`src/rtl/vxe_axi_switch_us_pkg.sv`:
```
// Shared constants and types for the AXI switch upstream unit.
// Request/write-data field positions, BIU channel widths and FSM state encodings.
package vxe_axi_switch_us_pkg;

  localparam int unsigned RQA_W        = 44;
  localparam int unsigned RQA_RNW      = 43;
  localparam int unsigned RQA_TXN_HI   = 42;
  localparam int unsigned RQA_TXN_LO   = 37;
  localparam int unsigned RQA_WADDR_HI = 36;
  localparam int unsigned RQA_WADDR_LO = 0;

  localparam int unsigned RQD_W       = 72;
  localparam int unsigned RQD_BEN_HI  = 71;
  localparam int unsigned RQD_BEN_LO  = 64;
  localparam int unsigned RQD_DATA_HI = 63;
  localparam int unsigned RQD_DATA_LO = 0;

  localparam int unsigned CID_W  = 6;
  localparam int unsigned ADDR_W = 40;
  localparam int unsigned DATA_W = 64;
  localparam int unsigned STRB_W = 8;

  typedef enum logic [1:0] {
    ST_IDLE    = 2'd0,
    ST_BUSY_RD = 2'd1,
    ST_BUSY_WR = 2'd2
  } us_state_t;

  // 64-bit word address to BIU byte address
  function automatic logic [ADDR_W-1:0] word_to_byte(
    input logic [RQA_WADDR_HI-RQA_WADDR_LO:0] waddr
  );
    return {waddr, 3'b000};
  endfunction

endpackage

```
`src/rtl/vxe_axi_switch_us_otcnt.sv`:
```
// Outstanding-transaction counter: up on issue transfer, down on response,
// never below zero; at_limit reflects the value the counter takes at this edge.
module vxe_axi_switch_us_otcnt #(
  parameter int unsigned MAX_CNT = 4,
  parameter int unsigned CNT_W   = $clog2(MAX_CNT + 1)
) (
  input  logic clk,
  input  logic rst,
  input  logic inc,
  input  logic dec,
  output logic at_limit
);

  logic [CNT_W-1:0] cnt;
  logic [CNT_W-1:0] cnt_nxt;

  always_comb begin
    cnt_nxt = cnt;
    if (inc && !dec) begin
      cnt_nxt = cnt + CNT_W'(1);
    end else if (dec && !inc && (cnt != '0)) begin
      cnt_nxt = cnt - CNT_W'(1);
    end
  end

  always_ff @(posedge clk or posedge rst) begin
    if (rst) begin
      cnt <= '0;
    end else begin
      cnt <= cnt_nxt;
    end
  end

  // Looking at the next value counts an AR/AW completing this edge, so a
  // back-to-back pop can never push the total past MAX_CNT.
  assign at_limit = (cnt_nxt == CNT_W'(MAX_CNT));

endmodule

```
`src/rtl/vxe_axi_switch_us.sv`:
```
// AXI switch upstream unit: pops master request/write-data FIFOs and issues AR/AW/W
// to the BIU in order, one request in flight. Option: VXE_AXI_SWITCH_US_OTLIM_EN.
module vxe_axi_switch_us
  import vxe_axi_switch_us_pkg::*;
#(
  parameter int unsigned MAX_OUTSTND = 4
) (
  input  logic              clk,
  input  logic              rst,
  input  logic              i_m_rqa_vld,
  input  logic [RQA_W-1:0]  i_m_rqa,
  output logic              o_m_rqa_rd,
  input  logic              i_m_rqd_vld,
  input  logic [RQD_W-1:0]  i_m_rqd,
  output logic              o_m_rqd_rd,
  output logic [CID_W-1:0]  biu_arcid,
  output logic [ADDR_W-1:0] biu_araddr,
  output logic              biu_arpush,
  input  logic              biu_arready,
  output logic [CID_W-1:0]  biu_awcid,
  output logic [ADDR_W-1:0] biu_awaddr,
  output logic              biu_awpush,
  input  logic              biu_awready,
  output logic [DATA_W-1:0] biu_wdata,
  output logic [STRB_W-1:0] biu_wstrb,
  output logic              biu_wpush,
  input  logic              biu_wready,
  input  logic              i_rd_done,
  input  logic              i_wr_done
);

  us_state_t state, state_nxt;

  logic ar_xfer, aw_xfer, w_xfer;
  logic done;
  logic rnw;
  logic rd_ok, wr_ok;
  logic issue_rd, issue_wr;

  assign ar_xfer = biu_arpush && biu_arready;
  assign aw_xfer = biu_awpush && biu_awready;
  assign w_xfer  = biu_wpush  && biu_wready;
  assign rnw     = i_m_rqa[RQA_RNW];

`ifdef VXE_AXI_SWITCH_US_OTLIM_EN
  logic rd_lim, wr_lim;

  vxe_axi_switch_us_otcnt #(.MAX_CNT(MAX_OUTSTND)) u_rd_cnt (
    .clk      (clk),
    .rst      (rst),
    .inc      (ar_xfer),
    .dec      (i_rd_done),
    .at_limit (rd_lim)
  );

  vxe_axi_switch_us_otcnt #(.MAX_CNT(MAX_OUTSTND)) u_wr_cnt (
    .clk      (clk),
    .rst      (rst),
    .inc      (aw_xfer),
    .dec      (i_wr_done),
    .at_limit (wr_lim)
  );

  assign rd_ok = !rd_lim;
  assign wr_ok = !wr_lim;
`else
  logic unused_otlim;
  assign unused_otlim = ^{i_rd_done, i_wr_done, MAX_OUTSTND};
  assign rd_ok = 1'b1;
  assign wr_ok = 1'b1;
`endif

  // done: every push still pending transfers at this edge
  always_comb begin
    done = 1'b1;
    unique case (state)
      ST_BUSY_RD: done = ar_xfer;
      ST_BUSY_WR: done = (!biu_awpush || aw_xfer) && (!biu_wpush || w_xfer);
      default:    done = 1'b1;
    endcase
  end

  // A blocked head (write without data, or at limit) stalls everything behind it.
  assign issue_rd = !rst && done && i_m_rqa_vld &&  rnw && rd_ok;
  assign issue_wr = !rst && done && i_m_rqa_vld && !rnw && i_m_rqd_vld && wr_ok;

  assign o_m_rqa_rd = issue_rd || issue_wr;
  assign o_m_rqd_rd = issue_wr;

  always_comb begin
    state_nxt = state;
    if (issue_rd) begin
      state_nxt = ST_BUSY_RD;
    end else if (issue_wr) begin
      state_nxt = ST_BUSY_WR;
    end else if (done) begin
      state_nxt = ST_IDLE;
    end
  end

  always_ff @(posedge clk or posedge rst) begin
    if (rst) begin
      state      <= ST_IDLE;
      biu_arpush <= 1'b0;
      biu_awpush <= 1'b0;
      biu_wpush  <= 1'b0;
      biu_arcid  <= '0;
      biu_araddr <= '0;
      biu_awcid  <= '0;
      biu_awaddr <= '0;
      biu_wdata  <= '0;
      biu_wstrb  <= '0;
    end else begin
      state <= state_nxt;

      if (issue_rd) begin
        biu_arpush <= 1'b1;
        biu_arcid  <= i_m_rqa[RQA_TXN_HI:RQA_TXN_LO];
        biu_araddr <= word_to_byte(i_m_rqa[RQA_WADDR_HI:RQA_WADDR_LO]);
      end else if (ar_xfer) begin
        biu_arpush <= 1'b0;
      end

      if (issue_wr) begin
        biu_awpush <= 1'b1;
        biu_wpush  <= 1'b1;
        biu_awcid  <= i_m_rqa[RQA_TXN_HI:RQA_TXN_LO];
        biu_awaddr <= word_to_byte(i_m_rqa[RQA_WADDR_HI:RQA_WADDR_LO]);
        biu_wdata  <= i_m_rqd[RQD_DATA_HI:RQD_DATA_LO];
        biu_wstrb  <= i_m_rqd[RQD_BEN_HI:RQD_BEN_LO];
      end else begin
        if (aw_xfer) begin
          biu_awpush <= 1'b0;
        end
        if (w_xfer) begin
          biu_wpush <= 1'b0;
        end
      end
    end
  end

endmodule
```
`config.mk`:
```
export PLATFORM = sky130hd
export DESIGN_NAME = vxe_axi_switch_us
export DESIGN_NICKNAME = d
export VERILOG_FILES = /design/src/rtl/vxe_axi_switch_us_pkg.sv /design/src/rtl/vxe_axi_switch_us_otcnt.sv /design/src/rtl/vxe_axi_switch_us.sv
export SDC_FILE = /design/constraint.sdc
export NUM_CORES = 1
export LEC_CHECK = 0
export CAP_MARGIN = 20
export CORE_MARGIN = 3
export CORE_UTILIZATION = 35
export DETAILED_ROUTE_END_ITERATION = 6
export GPL_ROUTABILITY_DRIVEN = 0
export GPL_TIMING_DRIVEN = 0
export HOLD_SLACK_MARGIN = 0.12
export PLACE_DENSITY = 0.72
export SETUP_SLACK_MARGIN = 0.1
export SLEW_MARGIN = 20
export SYNTH_ARGS = -nofsm -noshare
export SYNTH_HDL_FRONTEND = slang
export SYNTH_SLANG_ARGS = --single-unit
```
`constraint.sdc`:
```
create_clock -name clk -period 5.3 [get_ports clk]
set_input_delay 1.325 -clock clk [delete_from_list [all_inputs] [get_ports clk]]
set_output_delay 1.325 -clock clk [all_outputs]
set_load 0.05 [all_outputs]
```
==> results of run 1 <==
==> cell type report <==
type                    count  share of cell area [%]
clock buffers              19                   4.308
well taps                 229                   2.787
repair buffers            290                   28.78
clock inverters            13                  0.9736
flip-flops and latches    163                   39.67
multi-input cells         183                   21.48
plain buffers              23                   1.777
inverters                   5                  0.2191
==> per-layer routing <==
metal	up-vias	global-route usage, %	share of wire, %
met5	-	0	0
li1	1905	-	-
met3	7	6.922	8.6
met4	0	3.636	0.62
met2	173	28.38	51
met1	2088	19.93	40
==> registers in the layout, indices dropped and copies added, names as in the netlist <==
| register | cells |
|---|---|
| biu_araddr | 37 |
| biu_arcid | 6 |
| biu_arpush | 1 |
| biu_awaddr | 37 |
| biu_awcid | 6 |
| biu_awpush | 1 |
| biu_wdata | 64 |
| biu_wpush | 1 |
| biu_wstrb | 8 |
| state | 2 |
==> where the power goes <==
part	total (mW)	switching [mW]	internal, mW
clock network	1.13	0.515	0.617
logic	2.41	1.48	0.932
registers	1.74	0.179	1.56
==> cell families after synthesis <==
logic type / synth area share [%]
adder cells (fa/ha/maj): 0.3867
multiplexers: 31.50
AO/OA/AOI/OAI: 0.6963
other: 0.05796
AND/OR/NAND/NOR: 1.199
flip-flops: 63.04
buffers and inverters: 3.113
==> final timing paths <==
kind	to	slack [ns]	cells past startpoint
max in group asynchronous	biu_wstrb[5]	3.03	5
min in group asynchronous	biu_wpush	1.34	2
hold / removal	biu_araddr[28]	0.51	1
setup reg to reg	biu_awaddr[22]	2.93	9
setup / recovery	o_m_rqd_rd	0.35	9
hold reg to reg	biu_araddr[28]	0.51	1
==> cell usage in the layout, fill, tap and decap left out, types with 5 or more instances in the layout <==
cell             instances
dfrtp_1                163
buf_6                    8
mux2_2                  89
buf_2                    8
conb_1                   6
clkinvlp_4               6
nand2_1                  5
mux2_4                  69
clkbuf_16               17
buf_4                    7
clkdlybuf4s50_1        284
==> through the flow <==
step | hold slack [ns] | cells
CTS | 0.5087 | 925
floorplan | 0.4731 | 374
finish | 0.5064 | 925
global route | 0.5207 | 925
detailed placement | 0.4913 | 893
global placement | 0.4887 | 888
==> timing repair <==
| action | 4_1_cts | 5_1_grt |
|---|---|---|
| resized for setup | 1 | 0 |
| endpoints found under the hold margin | 0 | 0 |
| endpoints found under the setup margin | 1 | 0 |
==> critical path: stages <==
cell	delay, ns
clkdlybuf4s50_1	0.45
nand2b_1	0.17
a311oi_4	0.14
or2_1	0.26
buf_4	0.18
inv_2	0.09
buf_6	0.20
buf_6	0.21
dlygate4sd2_1	0.57
==> impl_summary.md, run 1 <==
CTS
For this design, the sink count on the clock tree is approximately 160. The number of post-CTS setup repair buffers is 0. TritonCTS built the clock tree.

In this run, post-CTS hold repair placed 0 buffers. Clock-pin slew was measured on the worst setup and hold paths at approximately 0.060 ns. The count of H-tree levels built during CTS is 4. The worst-case clock buffer depth is 2. The buffer type at the clock tree root is clkbuf_16. Counting the buffers created by CTS gives 17. For the worst-skew pair, the clock arrives at the later sink with an insertion delay of about 0.42 ns.

STA
Setup violations remaining at the end of the flow were counted as 0. Setup repair after global routing left no endpoint under its margin. Of the available clock period, the critical path in the final layout requires a little over 90%. Headroom to the max-slew limit came out at between 50 and 60%. The number of slew-limit violations in the final report is 0. The final-report hold violation count came to 0.

The worst path meets setup with about 0.35 ns of slack. The final critical delay including setup and external delays is 4.947 ns. At the pin with the least slew margin, the transition time is 0.6796 ns.

The setup clock skew after layout is about 0.0057 ns. The top achievable clock speed is a little over 200 MHz. The aggregate negative setup slack is 0 ns.

Synthesis
The synthesized netlist occupies a cell area of about 6500 sq um. For this run, the leading register cell type out of synthesis is dfrtp_1. Of the synthesized area, sequential elements account for 63.04%. In the synthesized netlist, the number of instances is around 370. The share of synthesized area in the top cell type comes to 63.04%. In the post-synthesis netlist, the biggest area contributors are dfrtp_1 63%, mux2_4 16%, mux2_2 15%. A synthesized cell averages 17.53 sq um. dfrtp_1 takes more of the synthesized area than any other cell.

The synthesis-stage register bit count is roughly 160. In this run, synthesis inferred 0 flip-flops with an integrated enable. After synthesis, the most frequently instantiated cells are 163 x dfrtp_1, 89 x mux2_2, 69 x mux2_4, 8 x buf_2, 8 x buf_6.

The count of unique library cells instantiated by Yosys is 22. For this run, asynchronously set or reset flops after synthesis account for 100.0%. dfrtp_1 is the most common cell in the netlist. The warning count from the yosys run is 0.

Worst setup path
The largest fanout on the critical path is 10. At the worst endpoint, the required time is between 3 and 4 ns. The critical path starts at biu_wready. The worst setup path is captured at a primary output. The worst setup path is launched from an input pin. The critical path is of the input pin to primary output type. The data arrival time of the critical path is between 3 and 4 ns. In this run the critical register-to-register path is launched from state[0].

Global route
Entering global routing, the biggest net connects 36 pins. The number of global-route vias before repair is approximately 4,600. The global-route wire length before repair is between 20,000 and 30,000 um. The combined global-route utilization of all metal layers is approximately 17%. Global routing finished with a remaining overflow of 0. The number of antenna violations at the first check in global routing is 0.

Drt
The remaining number of nets flagged by the antenna check after routing is 0. The via count normalized by instance count is about 4.5. The final routed DRC violation total is 0. The total routed wirelength is ~17,000 um.

The first routing iteration left around 150 violations. The routed length per placed instance is 18.28 um. The length of the first detailed-routing pass in iterations is 4. The total via count in the routed design is roughly 4,200.

Die
The core outline area is 18,090 sq um. The height of the chip is about 140 um. Once the floorplan was initialized, standard cells occupied 35.77% of the core. The I/O pin count is a little under 300. The area enclosed by the die boundary is slightly above 20,000 sq um. The die extent in x is roughly 140 um. Row generation in the floorplan step produced 49 rows.

Run
Max-cap violations in this run came to 0.

Final layout
Summing all non-filler instances in the final layout gives an area of 10,280 sq um. At the end of the flow, the number of nets in the layout was 810. The synthesis-to-finish area growth is 58.91%. The register area is approximately 4100 sq um. The post-route netlist has approximately a third of its cells at a drive strength greater than 1.

The multi-input gate area in the final layout is roughly 2200 sq um. The fraction of the core area covered by cells at the end of the flow is ~57%. The filler cells instantiated in the layout total approximately 1,400.

The antenna diode count is 0.

Status
The run finished with clean final reports.

Power
The design draws 5.285 mW. The leakage power is 4.424 nW. For this design the ratio of total power to cell area is just over 500 nW/um^2.

The peak supply drop is about 0.27 mV.

Placement
The half-perimeter wire length after placement is 12,950 um. The number of port buffers is 285. The worst setup timing slack at the placement stage is about 0.038 ns. In this run the cell area measured after placement is 9739 sq um.

Worst hold path
The startpoint of the lowest-slack hold path is biu_araddr[28]. The class of the tightest hold or removal check is flip-flop to flip-flop.
Power figures use the tool's default switching activity.
==> run 2: changes to the inputs <==
- CORE_MARGIN: 3 -> 2
==> run 2 against run 1 <==
Effect of this change: via count rose by 1.1%; fmax fell by 0.73%; final cell count did not move; largest power group unchanged.
==> impl_summary.md, run 2 (synthesis results as in run 1) <==
Final layout
The flip-flop count of the largest register after layout is 64. The library cell used most frequently in the layout, excluding fill and tap cells, is clkdlybuf4s50_1. In the final layout, the registers with the most flip-flops are biu_wdata x64, biu_araddr x37, biu_awaddr x37. The count of fill cells added during filler insertion is approximately 1,400. The multi-input gate area in the final layout is 2208 sq um.

The synthesis-to-finish area growth is 59.27%. The number of cells in the finished layout apart from fillers is 925. The library cells used most frequently in the layout, excluding fill and tap cells, are 284 x clkdlybuf4s50_1, 163 x dfrtp_1, 89 x mux2_2. The post-layout net count is 810.

Measured on the finished design, the core utilization comes to a little under three fifths. Registers take approximately 4100 sq um. The antenna diode count is 0. Cells with a size suffix above 1 make up approximately a third of the layout.

The register name with the most flops is biu_wdata.

Worst setup path
Walking the worst path, the cells encountered are clkdlybuf4s50_1 -> nand2b_1 -> a311oi_4 -> or2_1 -> buf_4 -> inv_2 -> buf_6 -> buf_6 -> dlygate4sd2_1. The slowest library cell on the worst path is dlygate4sd2_1. The critical path starts at biu_wready. The launching element type of the critical path is an input pin. At the worst endpoint, the required time is between 3 and 4 ns. In this run the worst path has a maximum fanout of 10.

By startpoint and endpoint, the worst setup path is classified as input pin to primary output. STA classifies the critical path endpoint as a primary output. The startpoint of the lowest-slack register-to-register path is state[1]. The data arrival time of the critical path is 3.66 ns. By instance count, the cell type seen most on the critical path is buf_6. The endpoint of the worst setup timing path is o_m_rqd_rd. The end of the worst register-to-register path is biu_araddr[15]. The biggest cell delay along the critical path is roughly 0.56 ns. Measured in cells, the most critical reg-to-reg path has a length of 7. The flop-to-flop setup slack is 2.91 ns.

Drt
The remaining number of nets flagged by the antenna check after routing is 0. The first detailed-routing pass took 4 iterations. The total via count in the routed design is about 4,200. In the final routed layout, each cell accounts on average for 17.60 um. Wires add up to between 15,000 and 20,000 um. The detailed router finished its first iteration with a little over 90 violations. The via count normalized by instance count is 4.560. The final routed DRC violation total is 0.

Die
The effective utilization at floorplan is 35.89%. The height of the chip is around 140 um. 294 I/O pins were placed. The floorplan step defined a die boundary enclosing between 15,000 and 20,000 sq um.

The floorplan has roughly 50 rows. The floorplan step defined a core boundary enclosing about 18,000 sq um. From left edge to right edge, the die measures ~140 um.

STA
The worst pin sits at a relative slew slack of 47.62%. The final-report hold violation count is 0. Static timing analysis puts the maximum clock frequency at between 200 and 250 MHz. The worst path uses between 90% and 100% of the clock period.

The aggregate negative setup slack is 0 ns. Setup violations remaining at the end of the flow were counted as 0. Final hold analysis gives a worst-case slack of 0.5053 ns. The setup clock skew after layout is around 0.0080 ns. At the pin with the least slew margin, the transition time is 0.7828 ns. The worst path needs 4.983 ns of the cycle, external delays included.

The number of slew-limit violations in the final report is 0. Setup repair after global routing left no endpoint under its margin.

Worst hold path
In this run the worst hold path is classified as flip-flop to flip-flop.

Global route
The first global-routing pass estimated between 20,000 and 30,000 um of wire. The number of global-route vias before repair is between 4,000 and 5,000. The number of antenna violations at the first check in global routing is 0.

The maximum number of pins on one net before global-route repair is 37. The total overflow left after global routing is 0. The combined global-route utilization of all metal layers is about 17%.

CTS
The number of post-CTS setup repair buffers is 0. The buffer type at the clock tree root is clkbuf_16. Counting the buffers created by CTS gives 17. The tree built by TritonCTS fans out to around 160 sinks. The clock reaches the later pin of the worst-skew pair after slightly above 0.4 ns.

The clock tree from TritonCTS is done. The clock passes through at most 2 buffers. The count of H-tree levels built during CTS is 4. The clock slew at the register clock pins of the worst setup and hold paths is 0.06 ns.

Power
The switching component of the power is around 2.2 mW. The switching portion of total power is just over 40%. Combinational logic burns roughly 45% of the power.

The internal portion of the total power is approximately 3.2 mW. The leakage power is around 4.4 nW. Registers are responsible for between 30 and 40% of the overall power.

Dividing total power by cell area gives a power density of 516.0 nW/um^2. Across the VDD grid, the largest voltage drop is 0.2994 mV. The clock share of power is a little over a fifth.

Run
The max-capacitance violation count is 0.

Placement
The half-perimeter wire length after placement is approximately 12,000 um. The number of port buffers is between 200 and 300. Once placement completed, the tool counted placed cells totaling 893.

Status
The run finished with clean final reports.
-- run 2: cell types whose count changed in the layout (fill, tap and decap cells not counted) --
cell,previous run,this run
clkbuf_1,1,0
clkinvlp_4,6,5
clkinv_2,2,3
bufinv_16,0,1
-- run 2: what timing repair did --
action,in CTS,in global routing
hold buffers,0,0
gates resized for setup,1,0
endpoints found under the setup margin,1,0
-- run 2: worst min-delay path by stage --
stage                    from             end  slack, ns  cells after the start
6_report       biu_awaddr[34]  biu_awaddr[34]       0.51                      1
3_3_place_gp    biu_awaddr[9]   biu_awaddr[9]       0.49                      1
5_1_grt        biu_awaddr[34]  biu_awaddr[34]       0.52                      1
2_1_floorplan        state[1]        state[1]       0.47                      2
3_5_place_dp    biu_wdata[36]   biu_wdata[36]       0.49                      1
4_1_cts        biu_awaddr[34]  biu_awaddr[34]       0.51                      1
-- run 2: area by class of cell --
class | count | area share, %
sequential | 163 | 39.58
inverter | 5 | 0.2186
multi-input combinational | 183 | 21.43
clock buffer | 18 | 4.262
tap | 229 | 2.780
clock inverter | 14 | 1.238
timing repair buffer | 290 | 28.72
buffer | 23 | 1.773
-- run 2: critical path: cells and delay by family --
kind,cells,cell delay (ns)
buf+inv,6,1.71
simple gates,2,0.45
compound gates,1,0.15
-- run 2: per-layer routing --
metal / up-vias / part of all wire, % / wire [um] / GRT usage [%]
li1: 1898 / - / - / -
met4: 0 / 1.0 / 167 / 4.316
met1: 2125 / 41 / 6715 / 20.37
met2: 181 / 49 / 7971 / 28.37
met5: - / 0 / 0 / 0
met3: 14 / 8.7 / 1424 / 7.214
-- run 2: power by group through the flow --
stage / Combinational [mW] / Sequential [mW] / Clock [mW]
floorplan: 0.422 / 2.87 / 0
global placement: 2.39 / 1.74 / 0
detailed placement: 2.42 / 1.76 / 0
CTS: 2.43 / 1.75 / 1.21
global route: 2.49 / 1.78 / 1.27
finish: 2.40 / 1.74 / 1.17
-- run 2: stage by stage --
step           setup WS, ns  instance area, sq um  power (mW)
4_1_cts              0.2712                 10300       5.382
2_1_floorplan         1.482                  6492       3.294
3_3_place_gp        0.03458                  9632       4.132
6_report             0.3167                 10300       5.317
5_1_grt              0.2434                 10300       5.544
3_5_place_dp        0.01510                  9739       4.179
==> run 3: changes to the inputs <==
- ABC_AREA: unset -> 1
- PLACE_DENSITY: 0.72 -> 0.68
- clock period: 5.3 -> 5.4 ns (I/O delays scaled with it)
==> run 3 against run 2 <==
Effect of this change: sequential power shrank 6%; critical path type unchanged; utilization decreased by 1.8 points; die area is 6.0% higher; largest cell class unchanged.
==> impl_summary.md, run 3 <==
Final layout
In the final layout, the share of cells above drive strength 1 is 9.560%. The fraction of the core area covered by cells at the end of the flow is 55.40%. The flip-flop count of the largest register after layout is 64. Summing all multi-input logic gate instances after layout gives approximately 2300 sq um.

The post-layout net count is between 1,000 and 1,500. After routing the design area is between 10,000 and 15,000 sq um. The leading cell type in the layout, fill and taps excluded is nand2_1. The largest registers in the layout are biu_wdata x64, biu_araddr x37, biu_awaddr x37.

The count of fill cells added during filler insertion is between 1,500 and 2,000. More flip-flops sit in one register than any other, and that register is biu_wdata. 0 antenna diodes ended up in the layout.

In the layout the commonest cells are 322 x nand2_1, 284 x clkdlybuf4s50_1, 163 x dfrtp_1. The finished layout holds ~1,300 standard cells, fillers aside. The register area is approximately 4100 sq um.

The area growth from synthesis to layout is 55.91%.

Worst setup path
The critical path ends at o_m_rqa_rd. The launching element type of the critical path is an input pin. The startpoint of the lowest-slack register-to-register path is state[0]. The number of cells on the worst reg-to-reg path is 10.

The classification of the worst setup path is input pin to primary output. In this run the critical register-to-register path is captured at biu_awaddr[6]. The largest fanout on the critical path is 10. The required time at the worst-slack endpoint is 4.05 ns.

The origin of the worst setup path is biu_awready. For the worst setup path, the data arrival time is ~3.6 ns. The worst setup path is captured at a primary output.

The flop-to-flop setup slack is 3.61 ns.

Die
Row generation in the floorplan step produced 51 rows. The core outline area is a little under 20,000 sq um. The die is between 100 and 150 um tall. Pin placement for this block handled ~290 I/O pins.

In this run the horizontal extent of the chip is 144.1 um. The area enclosed by the die boundary is around 21,000 sq um. The initial utilization of the core area, before any placement, comes to a little over a third.

Global route
The combined global-route utilization of all metal layers is between 20% and 30%. The global-route wire length before repair is 36,020 um. The maximum number of pins on one net before global-route repair is 34. The total overflow left after global routing is 0.

The number of antenna violations at the first check in global routing is 0. The number of global-route vias before repair is about 6,500.

STA
Setup repair after global routing left no endpoint under its margin. The top achievable clock speed is between 200 and 250 MHz. Setup violations remaining at the end of the flow were counted as 0. Setup total negative slack on the finished layout was measured at 0 ns. The actual slew at the worst max-slew pin is between 0.6 and 0.7 ns. The setup clock skew after layout is about 0.011 ns.

The final clock period utilization by the worst path is roughly 92%. Headroom to the max-slew limit came out at 58.38%. The final-report hold violation count was 0. Hold timing on the final database bottoms out at a slack of roughly 0.47 ns. The final critical delay including setup and external delays is 4.982 ns. The number of slew-limit violations in the final report came to 0. After layout, the worst setup slack is 0.4178 ns.

CTS
The number of buffers created by CTS is 17. The longest clock path from root to sink contains 2 buffers. The clock slew at the register clock pins of the worst setup and hold paths is approximately 0.060 ns.

The number of clock sinks is between 150 and 200. After clock tree synthesis, the setup repair step added 0 buffers. After clock tree synthesis, the flow added hold-fix buffers numbering 0. The clock tree from TritonCTS is done. For the worst-skew pair, the clock arrives at the later sink with an insertion delay of about 0.42 ns. Once the clock tree was built, the resizer swapped 0 gates to a different size. The buffer type at the clock tree root is clkbuf_16.

The count of H-tree levels built during CTS is 4.

Drt
The first routing iteration left ~400 violations. The via count normalized by instance count is approximately 5.0. The routed length per placed instance is 17.43 um. The final routed DRC violation total is 0. Before antenna repair, the detailed router went through 5 iterations. Summing over every cut layer, the via total after detailed routing is 6,613.

The remaining number of nets flagged by the antenna check after routing is 0. After detailed routing, the total wire length is roughly 23,000 um.

Synthesis
Yosys attributes the largest share of cell area to dfrtp_1 59%, nand2_1 18%, nand4_1 14%. Synthesis inferred between 150 and 200 register bits. The Yosys step of the flow raised 0 warnings. Yosys mapped a number of flops with a built-in enable equal to 0. In the synthesized netlist the async set-or-reset flop fraction comes to 100.0%. By count the netlist is led by 322 x nand2_1, 163 x dfrtp_1, 158 x nand4_1, 38 x buf_2. After technology mapping, the gate count stands at around 740. Yosys instantiated no cell more often than nand2_1. Summing every instance area after synthesis gives just under 7000 sq um. The primary flip-flop cell chosen by synthesis mapping is dfrtp_1. The largest total area in the synthesized netlist belongs to dfrtp_1. The part of the Yosys area used for sequential elements is 59.37%. The top cell type by area accounts for between 50 and 60% of the synthesized area. Counting distinct cell types in the post-synthesis netlist gives 19. In this run the mean area of a mapped cell was approximately 9.3 sq um.

Power
The leakage power is approximately 5 nW. The sum of internal, switching and leakage power is 4.841 mW. The peak supply drop is 0.2317 mV. The power per unit of standard cell area is about 450 nW/um^2.

Placement
The wire-length estimate of the detail-placed layout is ~17,000 um. The count of buffers added on input and output ports is 284. The placed instances occupy a cell area of a little over 10,000 sq um. Prior to clock tree synthesis, the placed netlist has a worst setup slack of ~0.4 ns.

The placed instance count is 1,300.

Status
The flow ran to the end, and the final reports show no timing, DRC or antenna violations.

Worst hold path
The min-delay analysis places its worst path in the category flip-flop to flip-flop.

Run
Across the run, the number of max-cap violations was 0.
[run 3: cell type report]
class | count | share of cell area, %
repair buffers | 289 | 27.47
well taps | 265 | 3.095
flip-flops and latches | 163 | 38.08
plain buffers | 74 | 4.123
multi-input cells | 498 | 21.73
clock inverters | 13 | 0.9462
inverters | 11 | 0.4205
clock buffers | 19 | 4.135
[run 3: layer usage]
metal	global-route usage, %	routed length, um	vias up
li1	-	-	3129
met1	29.17	9649	3185
met2	36.17	11000	273
met3	6.821	2167	26
met4	7.224	399	0
met5	0	0	-
[run 3: power by group]
part           switching [mW]  leakage [nW]  total (mW)  internal (mW)
logic                    1.41          2.84        2.07          0.663
registers               0.151          2.05        1.64           1.49
clock network           0.523         0.245        1.13          0.606
[run 3: kinds of logic after synthesis]
| kind of cell | Yosys count | share of synthesized area (%) |
|---|---|---|
| buf+inv | 85 | 7.030 |
| flops | 163 | 59.37 |
| fa+ha+maj | 2 | 0.3642 |
| simple gates | 487 | 32.96 |
| compound gates | 3 | 0.2185 |
| other cells | 1 | 0.05458 |
[run 3: worst min path at each step]
stage	startpoint	to	slack [ns]	depth (start not counted)
floorplan	state[1]	state[1]	0.52	2
global placement	biu_wdata[40]	biu_wdata[40]	0.45	2
detailed placement	biu_araddr[26]	biu_araddr[26]	0.46	2
CTS	biu_araddr[26]	biu_araddr[26]	0.47	2
global route	biu_wstrb[0]	biu_wstrb[0]	0.49	2
finish	biu_araddr[32]	biu_araddr[32]	0.47	2
[run 3: critical path, cell delays in order]
cell and delay [ns]:
clkdlybuf4s50_1 0.46, inv_1 0.04, nand2_1 0.07, nand3_1 0.09
nand2_2 0.19, nand3_2 0.24, buf_2 0.28, nand2_1 0.10
clkdlybuf4s50_1 0.80
